File: src/rtl/uart_link_tx.sv
// Game-link transmitter: turns READY/SCORE/STOP/PING events into checksummed
// UART 8N1 frames (header, optional 12-bit score payload, XOR checksum).
module uart_link_tx #(
  parameter int CLK_FREQ = 40_000_000,
  parameter int BAUD     = 115_200
) (
  input  logic        pclk,
  input  logic        rst,
  input  logic        send_req,
  input  logic [1:0]  msg_type,
  input  logic [11:0] score,
  output logic        busy,
  output logic        done,
  output logic        tx
);

  localparam int CLKS_PER_BIT = CLK_FREQ / BAUD;
  localparam int CNT_W        = (CLKS_PER_BIT > 1) ? $clog2(CLKS_PER_BIT) : 1;
  localparam logic [CNT_W-1:0] CNT_LAST = CNT_W'(CLKS_PER_BIT - 1);
  localparam logic [1:0]       MSG_SCORE = 2'd1;

  typedef enum logic [1:0] {S_IDLE, S_START, S_DATA, S_STOP} state_t;

  state_t           r_state, w_state_nxt;
  logic [CNT_W-1:0] r_cnt, w_cnt_nxt;
  logic [2:0]       r_bit_idx, w_bit_idx_nxt;
  logic [1:0]       r_byte_idx, w_byte_idx_nxt;
  logic [1:0]       r_last_idx;
  logic [7:0]       r_bytes [4];
  logic             r_tx, w_tx_nxt;
  logic             r_done, w_done_nxt;
  logic             w_accept;
  logic             w_bit_end;
  logic [7:0]       w_cur_byte, w_hdr, w_p_hi, w_p_lo;

  assign w_hdr      = 8'hA0 | {6'b0, msg_type};
  assign w_p_hi     = {4'h0, score[11:8]};
  assign w_p_lo     = score[7:0];
  assign w_cur_byte = r_bytes[r_byte_idx];
  assign w_bit_end  = (r_cnt == CNT_LAST);

  // NOTE: every signal gets a default before the case so no path leaves it
  // unassigned; otherwise synthesis infers a latch to hold the old value.
  always_comb begin
    w_state_nxt    = r_state;
    w_cnt_nxt      = r_cnt;
    w_bit_idx_nxt  = r_bit_idx;
    w_byte_idx_nxt = r_byte_idx;
    w_tx_nxt       = r_tx;
    w_done_nxt     = 1'b0;
    w_accept       = 1'b0;
    case (r_state)
      S_IDLE: begin
        w_tx_nxt  = 1'b1;
        w_cnt_nxt = '0;
        if (send_req) begin
          w_accept       = 1'b1;
          w_state_nxt    = S_START;
          w_tx_nxt       = 1'b0;
          w_bit_idx_nxt  = '0;
          w_byte_idx_nxt = '0;
        end
      end
      S_START: begin
        if (w_bit_end) begin
          w_cnt_nxt     = '0;
          w_state_nxt   = S_DATA;
          w_bit_idx_nxt = '0;
          w_tx_nxt      = w_cur_byte[0];
        end else begin
          w_cnt_nxt = r_cnt + 1'b1;
        end
      end
      S_DATA: begin
        if (w_bit_end) begin
          w_cnt_nxt = '0;
          if (r_bit_idx == 3'd7) begin
            w_state_nxt = S_STOP;
            w_tx_nxt    = 1'b1;
          end else begin
            w_bit_idx_nxt = r_bit_idx + 3'd1;
            w_tx_nxt      = w_cur_byte[r_bit_idx + 3'd1];
          end
        end else begin
          w_cnt_nxt = r_cnt + 1'b1;
        end
      end
      S_STOP: begin
        if (w_bit_end) begin
          w_cnt_nxt = '0;
          if (r_byte_idx == r_last_idx) begin
            w_state_nxt = S_IDLE;
            w_done_nxt  = 1'b1;
            w_tx_nxt    = 1'b1;
          end else begin
            // Next byte follows immediately with its start bit.
            w_byte_idx_nxt = r_byte_idx + 2'd1;
            w_state_nxt    = S_START;
            w_tx_nxt       = 1'b0;
          end
        end else begin
          w_cnt_nxt = r_cnt + 1'b1;
        end
      end
      default: w_state_nxt = S_IDLE;
    endcase
  end

  // NOTE: sequential state uses non-blocking assignments so every register
  // samples pre-edge values, independent of statement order.
  always_ff @(posedge pclk) begin
    if (rst) begin
      r_state    <= S_IDLE;
      r_cnt      <= '0;
      r_bit_idx  <= '0;
      r_byte_idx <= '0;
      r_tx       <= 1'b1;
      r_done     <= 1'b0;
    end else begin
      r_state    <= w_state_nxt;
      r_cnt      <= w_cnt_nxt;
      r_bit_idx  <= w_bit_idx_nxt;
      r_byte_idx <= w_byte_idx_nxt;
      r_tx       <= w_tx_nxt;
      r_done     <= w_done_nxt;
    end
  end

  // NOTE: the frame buffer has no reset; it is always rewritten at accept
  // before any byte of it is read.
  always_ff @(posedge pclk) begin
    if (w_accept) begin
      r_bytes[0] <= w_hdr;
      if (msg_type == MSG_SCORE) begin
        r_bytes[1] <= w_p_hi;
        r_bytes[2] <= w_p_lo;
        r_bytes[3] <= w_hdr ^ w_p_hi ^ w_p_lo;
        r_last_idx <= 2'd3;
      end else begin
        r_bytes[1] <= w_hdr;
        r_last_idx <= 2'd1;
      end
    end
  end

  assign busy = (r_state != S_IDLE);
  assign done = r_done;
  assign tx   = r_tx;

endmodule

File: config.mk
export PLATFORM = sky130hd
export DESIGN_NAME = uart_link_tx
export DESIGN_NICKNAME = d
export VERILOG_FILES = /design/src/rtl/uart_link_tx.sv
export SDC_FILE = /design/constraint.sdc
export NUM_CORES = 1
export LEC_CHECK = 0
export BUFFER_PORTS_ARGS = -buffer_cell sky130_fd_sc_hd__buf_2
export CAP_MARGIN = 20
export CORE_UTILIZATION = 50
export DETAILED_ROUTE_END_ITERATION = 6
export HOLD_SLACK_MARGIN = 0.08
export PLACE_DENSITY = 0.7
export SKIP_CTS_REPAIR_TIMING = 1
export SYNTH_ARGS = -nofsm -noshare
export SYNTH_HDL_FRONTEND = slang
export SYNTH_SLANG_ARGS = --single-unit
File: constraint.sdc
create_clock -name pclk -period 1.9 [get_ports pclk]
set_input_delay 0.285 -clock pclk [delete_from_list [all_inputs] [get_ports pclk]]
set_output_delay 0.285 -clock pclk [all_outputs]
set_load 0.02 [all_outputs]
==> reports/qor.txt, run 1 <==
Status: complete, no violations
Routed Antenna Nets: 0
Post-synthesis cell type count: 44
Post-Layout Inst Area: 0.00257 mm2
Post-synthesis sequential area ratio: 0.541
Total CTS buffers: 5
Iteration-0 DRC Markers: 129
DRC viols: 0
Clk slew on worst S/H paths: 80 ps
Antenna cells: 0
Gr usage total: 0.197
Cell taking the most area after synthesis: edfxtp_1
Worst Setup EP: tx
Post-DP Area: 0.00244 mm2
Wire per inst: 14.6 um
Syn avg cell area: 11.1 um2
Pwr/cell area: 1120 mW/mm2
Vias/cell: 5.62
Die Wd: 68.9 um
Worst Path Max Fanout: 6
Routed WL: 4.07 mm
Synth area leaders: edfxtp_1 36%, dfxtp_1 18%, ha_1 5.0%, mux2i_1 3.6%, nor2_1 3.5%
First-pass DRT Iterations: 4
GRT overflow: 0
Register bit total from synthesis: 47
Relative slew margins: 0.605
Worst-Skew Late Latency: 300 ps
Post-synth EDFFs: 27
Area growth from synthesis to layout: 14.9%
Row count: 23
WP data required: 2090 ps
Detail Placement HPWL: 3.07 mm
FFs w/ async S/R, synth: 0
Synth cell count leaders: 27 x edfxtp_1, 21 x nor2_1, 20 x dfxtp_1
Synth Warn #: 0
Final nets: 254
CTS tree: yes
Synth Area in Compound Gates: 0.0805
# setup viols final: 0
Number of cells on the worst reg-to-reg path: 5
First-pass GRT wire length: 6.57 mm
Vias: 1568
Max Freq: 0.557 GHz
Top-count cell post-synth: edfxtp_1
Period utilization: 0.945
Initial Util: 0.540
CTS Buffer Depth: 2
Multi-input logic area: 992 um2
Register area: 0.00121 mm2
Cell Area, Synth: 0.00224 mm2
Max VDD drop: 0.000515 V
Gpl congestion: 0.878
Synth Flop Type: edfxtp_1
Main combinational cell family by area after synthesis: simple AND/OR/NAND/NOR gates
Post-synthesis mux area share: 0.0761
IO Count: 20
Port Buffers: 19
Final min period: 1790 ps
Maximum Capacitance Violations: 0
Fillers: 350
Hold Path Class: in2reg
Post-layout util: 0.620
Type of origin of the critical path: flip-flop
XOR/XNOR Fraction of Synth Area: 0.0548
Largest net degree at the start of global routing: 17
Worst Tran Pin Value: 584 ps
Synthesized instance count: 201
Crit path cell chain: mux4_2 > nand2_1 > a32oi_1 > mux2_4 > a211o_1
Crit Path Class: reg2reg
FF-to-FF End: tx
H-tree depth: 2
Area of the die: 0.00475 mm2
Critical path capture point type: flip-flop
Share of layout cells above drive strength 1: 0.192
Vias in the first global route: 1461
Number of hold violations in the final report: 0
Setup TNS: 0 ps
Sink Count: 47
Critical path data arrival time: 1990 ps
Synth Area in Adders: 0.0503
Reg-to-reg slack, setup: 110 ps
P_leak: 0.000914 uW
Slowest cell on the critical path: mux4_2
Max-slew violation count: 0
Post-synthesis simple-gate area fraction: 0.165
Initial antenna violation count: 0
Die H: 68.9 um
CORE AREA: 0.00414 mm2
RSZ-0062 raised after global routing: false
Top-area cell type share of the netlist area: 0.362
Root buffer cell: clkbuf_8
Critical path's largest stage delay: 550 ps
Skew final: 9.07 ps
power by group:
| group | total [uW] | internal, uW | switching [uW] |
|---|---|---|---|
| combinational | 866 | 353 | 514 |
| clock | 703 | 394 | 310 |
| sequential | 1310 | 1250 | 64.4 |
registers in the layout, summed over array words and instances, names as in the netlist, named ones only:
name,cells
done,1
r_last_idx,1
r_cnt,9
r_bytes,26
r_bit_idx,3
r_state,2
tx,1
r_byte_idx,2
cells in the final DEF, fill, tap and decap left out, types with 3 or more instances in the layout:
master / n
dfxtp_1: 20
buf_4: 8
nor2b_1: 5
a211oi_1: 3
xor2_1: 5
nand2_1: 16
a21oi_1: 10
nor4_1: 4
edfxtp_1: 27
ha_1: 9
inv_1: 6
nor3_1: 4
o21ai_0: 5
nand3_1: 8
mux2i_1: 8
xnor2_1: 9
nor2_1: 20
clkbuf_8: 5
buf_2: 19
per-stage QoR:
stage	cells	total power [uW]	hold slack [ps]	setup WS, ps
2_1_floorplan	202	1900	384	137
3_3_place_gp	271	2100	447	144
3_5_place_dp	271	2150	455	49.0
4_1_cts	279	2850	158	11.7
5_1_grt	279	3050	152	12.7
6_report	279	2880	170	105
final cells by class:
type,instances,area share
tap,50,0.0243
inverter,6,0.00876
clock buffer,7,0.0297
timing repair buffer,28,0.0682
sequential,47,0.471
clock inverter,1,0.0117
multi-input combinational,140,0.386
worst max-delay path: cells and delay by family, from the launching register on:
family / cells / cell delay, ps
AOI/OAI and AO/OA: 2 / 320
DFF: 1 / 470
muxes: 2 / 820
and+or+nand+nor: 1 / 80
logic make-up after synthesis:
logic type                 Yosys count
xor gates and xnor gates            14
DFF                                 47
and+or+nand+nor                     74
adders and majority gates            9
AOI/OAI and AO/OA                   29
buffers and inverters               15
muxes                               12
other                                1
per-layer routing:
metal | share of wire | GRT usage | wire length [um]
met2 | 0.48 | 0.320 | 1940
met3 | 0.040 | 0.0526 | 161
met4 | 0.017 | 0.0969 | 70
met5 | 0 | 0 | 0
met1 | 0.47 | 0.239 | 1890
worst min path at each step:
stage	startpoint	cells past startpoint	slack, ps	to
3_3_place_gp	r_bit_idx[2]	2	450	r_bit_idx[2]
3_5_place_dp	r_bit_idx[2]	2	450	r_bit_idx[2]
4_1_cts	score[4]	1	160	r_bytes[2][4]
5_1_grt	score[4]	1	150	r_bytes[2][4]
6_report	score[4]	1	170	r_bytes[2][4]
2_1_floorplan	msg_type[0]	0	380	r_bytes[0][0]
Note: power is estimated with default switching activity, not from simulation.
==> run 2: changes to the inputs <==
--- a/config.mk
+++ b/config.mk
@@ -7,10 +7,11 @@
 export LEC_CHECK = 0
 export BUFFER_PORTS_ARGS = -buffer_cell sky130_fd_sc_hd__buf_2
 export CAP_MARGIN = 20
-export CORE_UTILIZATION = 50
+export CORE_UTILIZATION = 53
 export DETAILED_ROUTE_END_ITERATION = 6
+export GPL_TIMING_DRIVEN = 0
 export HOLD_SLACK_MARGIN = 0.08
-export PLACE_DENSITY = 0.7
+export PLACE_DENSITY = 0.73
 export SKIP_CTS_REPAIR_TIMING = 1
 export SYNTH_ARGS = -nofsm -noshare
 export SYNTH_HDL_FRONTEND = slang
==> run 2 against run 1 <==
  * Global-route usage about the same
  * Sequential power about the same
  * Worst setup slack got worse by 100 ps
  * Die area decreased by 5.5%
  * Routed wire length decreased by 0.98%
  * Count of clock-buffer cells in the layout decreased by 2
  * First-iteration DRC count decreased by 36%
  * Core utilization increased by 3.9 points
  * Sequential share of layout area decreased by 1.5 points
  * Maximum frequency decreased by 5.5%
  * Critical endpoint unchanged
==> reports/qor.txt, run 2 (synthesis results as in run 1) <==
Routed WL: 4.03 mm (-0.98%)
Hold Path Class: in2reg
WP data required: 2100 ps (about the same)
Type of origin of the critical path: flip-flop
Iteration-0 DRC Markers: 82 (-36%)
Number of hold violations in the final report: 0 (unchanged)
Port Buffers: 18 (-1)
Routed Antenna Nets: 0 (unchanged)
Initial Util: 0.555 (+0.0154)
Critical path capture point type: flip-flop
Vias/cell: 5.40 (-3.9%)
Met2 Use GR: 0.308 (-0.0123)
Die Wd: 67.0 um (-2.8%)
First-pass GRT wire length: 6.37 mm (-3.0%)
Clk slew on worst S/H paths: 90 ps (about the same)
Root buffer cell: clkbuf_8
Most frequent cells in the layout: 27 x edfxtp_1, 20 x nor2_1, 20 x dfxtp_1
Endpoint, Worst Hold: r_bytes[2][7]
First-pass DRT Iterations: 4 (unchanged)
Post-Layout Inst Area: 0.00265 mm2 (+3.3%)
Number of cells on the worst reg-to-reg path: 6 (+1)
Die H: 67.0 um (-2.8%)
CTS Buffer Depth: 2 (unchanged)
Worst-Skew Late Latency: 310 ps (about the same)
Crit Path Class: reg2reg
Final nets: 260 (+2.4%)
Area of the die: 0.00448 mm2 (-5.5%)
# setup viols final: 0 (unchanged)
CORE AREA: 0.00403 mm2 (-2.8%)
Fin Hold WS: 163 ps (-6.24 ps)
Vias: 1539 (-1.8%)
Largest net degree at the start of global routing: 17 (unchanged)
DRC viols: 0 (unchanged)
CTS tree: yes
Crit path cell chain: ha_1 > clkbuf_1 > nor4b_1 > nor4_1 > a31oi_1 > a211o_1
Area growth from synthesis to layout: 18.6%
Gpl congestion: 0.817 (-7.0%)
Largest Register: r_bytes
Initial antenna violation count: 0 (unchanged)
Top flop regs: r_bytes x26, r_cnt x9, r_bit_idx x3
Max Freq: 0.527 GHz (-5.5%)
Gr usage total: 0.197 (+0.000374)
Gate power share: 0.301 (about the same)
Hold Crit Depth: 1 (unchanged)
Max VDD drop: 0.000729 V (+42%)
Maximum Capacitance Violations: 0 (unchanged)
GRT overflow: 0 (unchanged)
Skew final: 8.57 ps (-0.501 ps)
Total CTS buffers: 5 (unchanged)
Sink Count: 47 (unchanged)
RSZ-0062 raised after global routing: true
Clock group share of total power: 0.277 (+0.033)
Most common cell after layout, fill and taps aside: edfxtp_1
Max reg flops: 26 (unchanged)
IO Count: 20 (unchanged)
Hold_sp: score[7]
Status: complete, no violations
Reg-to-reg slack, setup: 1 ps (-100 ps)
Slowest cell on the critical path: clkbuf_1
Int Power: 2170 uW (+8.8%)
Row count: 23 (unchanged)
Period utilization: 0.999 (+0.0547)
H-tree depth: 2 (unchanged)
Vias in the first global route: 1417 (-3.0%)
Share of layout cells above drive strength 1: 0.209 (+0.0164)
Final min period: 1900 ps (+104 ps)
P_leak: 0.000922 uW (+0.89%)
Critical path data arrival time: 2100 ps (+110 ps)
GR peak layer: met2
Antenna cells: 0 (unchanged)
Met3 Track Usage GR: 0.0411 (-0.0115)
Seq pwr share: 0.422 (-0.034)
Wire per inst: 14.1 um (-3.1%)
Net Switching: 937 uW (+5.5%)
Post-DP Area: 0.00240 mm2 (-1.6%)
Worst Path Max Fanout: 9 (+3)
Pwr/cell area: 1170 mW/mm2 (+4.4%)
GR met1 Demand/Resource: 0.252 (+0.0128)
Switching Share: 0.301 (-0.00646)
FF-to-FF End: tx
Critical path's largest stage delay: 330 ps (-220 ps)
Reg2reg start: r_bit_idx[0]
Max-slew violation count: 0 (unchanged)
Detail Placement HPWL: 2.75 mm (-10%)
-- run 2: worst max path at each step --
| stage | startpoint | end | slack, ps | cells after the start |
|---|---|---|---|---|
| global route | r_bit_idx[0] | tx | -120 | 6 |
| finish | r_bit_idx[0] | tx | 1 | 6 |
| floorplan | r_cnt[0] | tx | 140 | 7 |
| detailed placement | r_state[0] | r_bytes[3][4] | -170 | 4 |
| global placement | r_state[0] | r_bytes[3][6] | -150 | 4 |
| CTS | r_state[0] | r_bytes[3][4] | -200 | 4 |
-- run 2: final cells by class --
type	count	area (um2)
Clock inverter	3	67.6
Sequential cell	47	1210
Timing Repair Buffer	26	163
Multi-Input combinational cell	140	1010
Clock buffer	5	68.8
Fill cell	318	1380
Buffer	8	41.3
Inverter	6	26.3
Tap cell	50	62.6
-- run 2: power by group through the flow --
| stage | registers (uW) | clock network, uW | logic (uW) |
|---|---|---|---|
| finish | 1310 | 862 | 935 |
| global route | 1330 | 912 | 1030 |
| floorplan | 1330 | 0 | 570 |
| CTS | 1310 | 874 | 766 |
| global placement | 1330 | 0 | 747 |
| detailed placement | 1340 | 0 | 762 |
-- run 2: critical path: cells and delay by family, from the launching register on --
| family | cells | cell delay [ps] |
|---|---|---|
| AO/OA/AOI/OAI | 2 | 430 |
| adder cells (fa/ha/maj) | 1 | 270 |
| buffers and inverters | 1 | 330 |
| flip-flops | 1 | 320 |
| AND/OR/NAND/NOR | 2 | 450 |
-- run 2: metrics by stage --
stage | TNS (ps) | std cells | power, uW | setup WS, ps | util
final | 0 | 285 | 3110 | 1.44 | 0.659
after floorplan | 0 | 202 | 1900 | 137 | -
after detailed placement | -2990 | 270 | 2100 | -166 | 0.595
after CTS | -3650 | 278 | 2950 | -201 | 0.629
after global placement | -2570 | 270 | 2080 | -146 | 0.595
after global routing | -185 | 285 | 3270 | -122 | 0.659
-- run 2: layer usage --
metal  wire, um  share of wire  up-vias
met2       1880           0.47       23
met1       1950           0.48      717
met3        109          0.027        8
met5          0              0        -
li1           -              -      791
met4         82          0.020        0
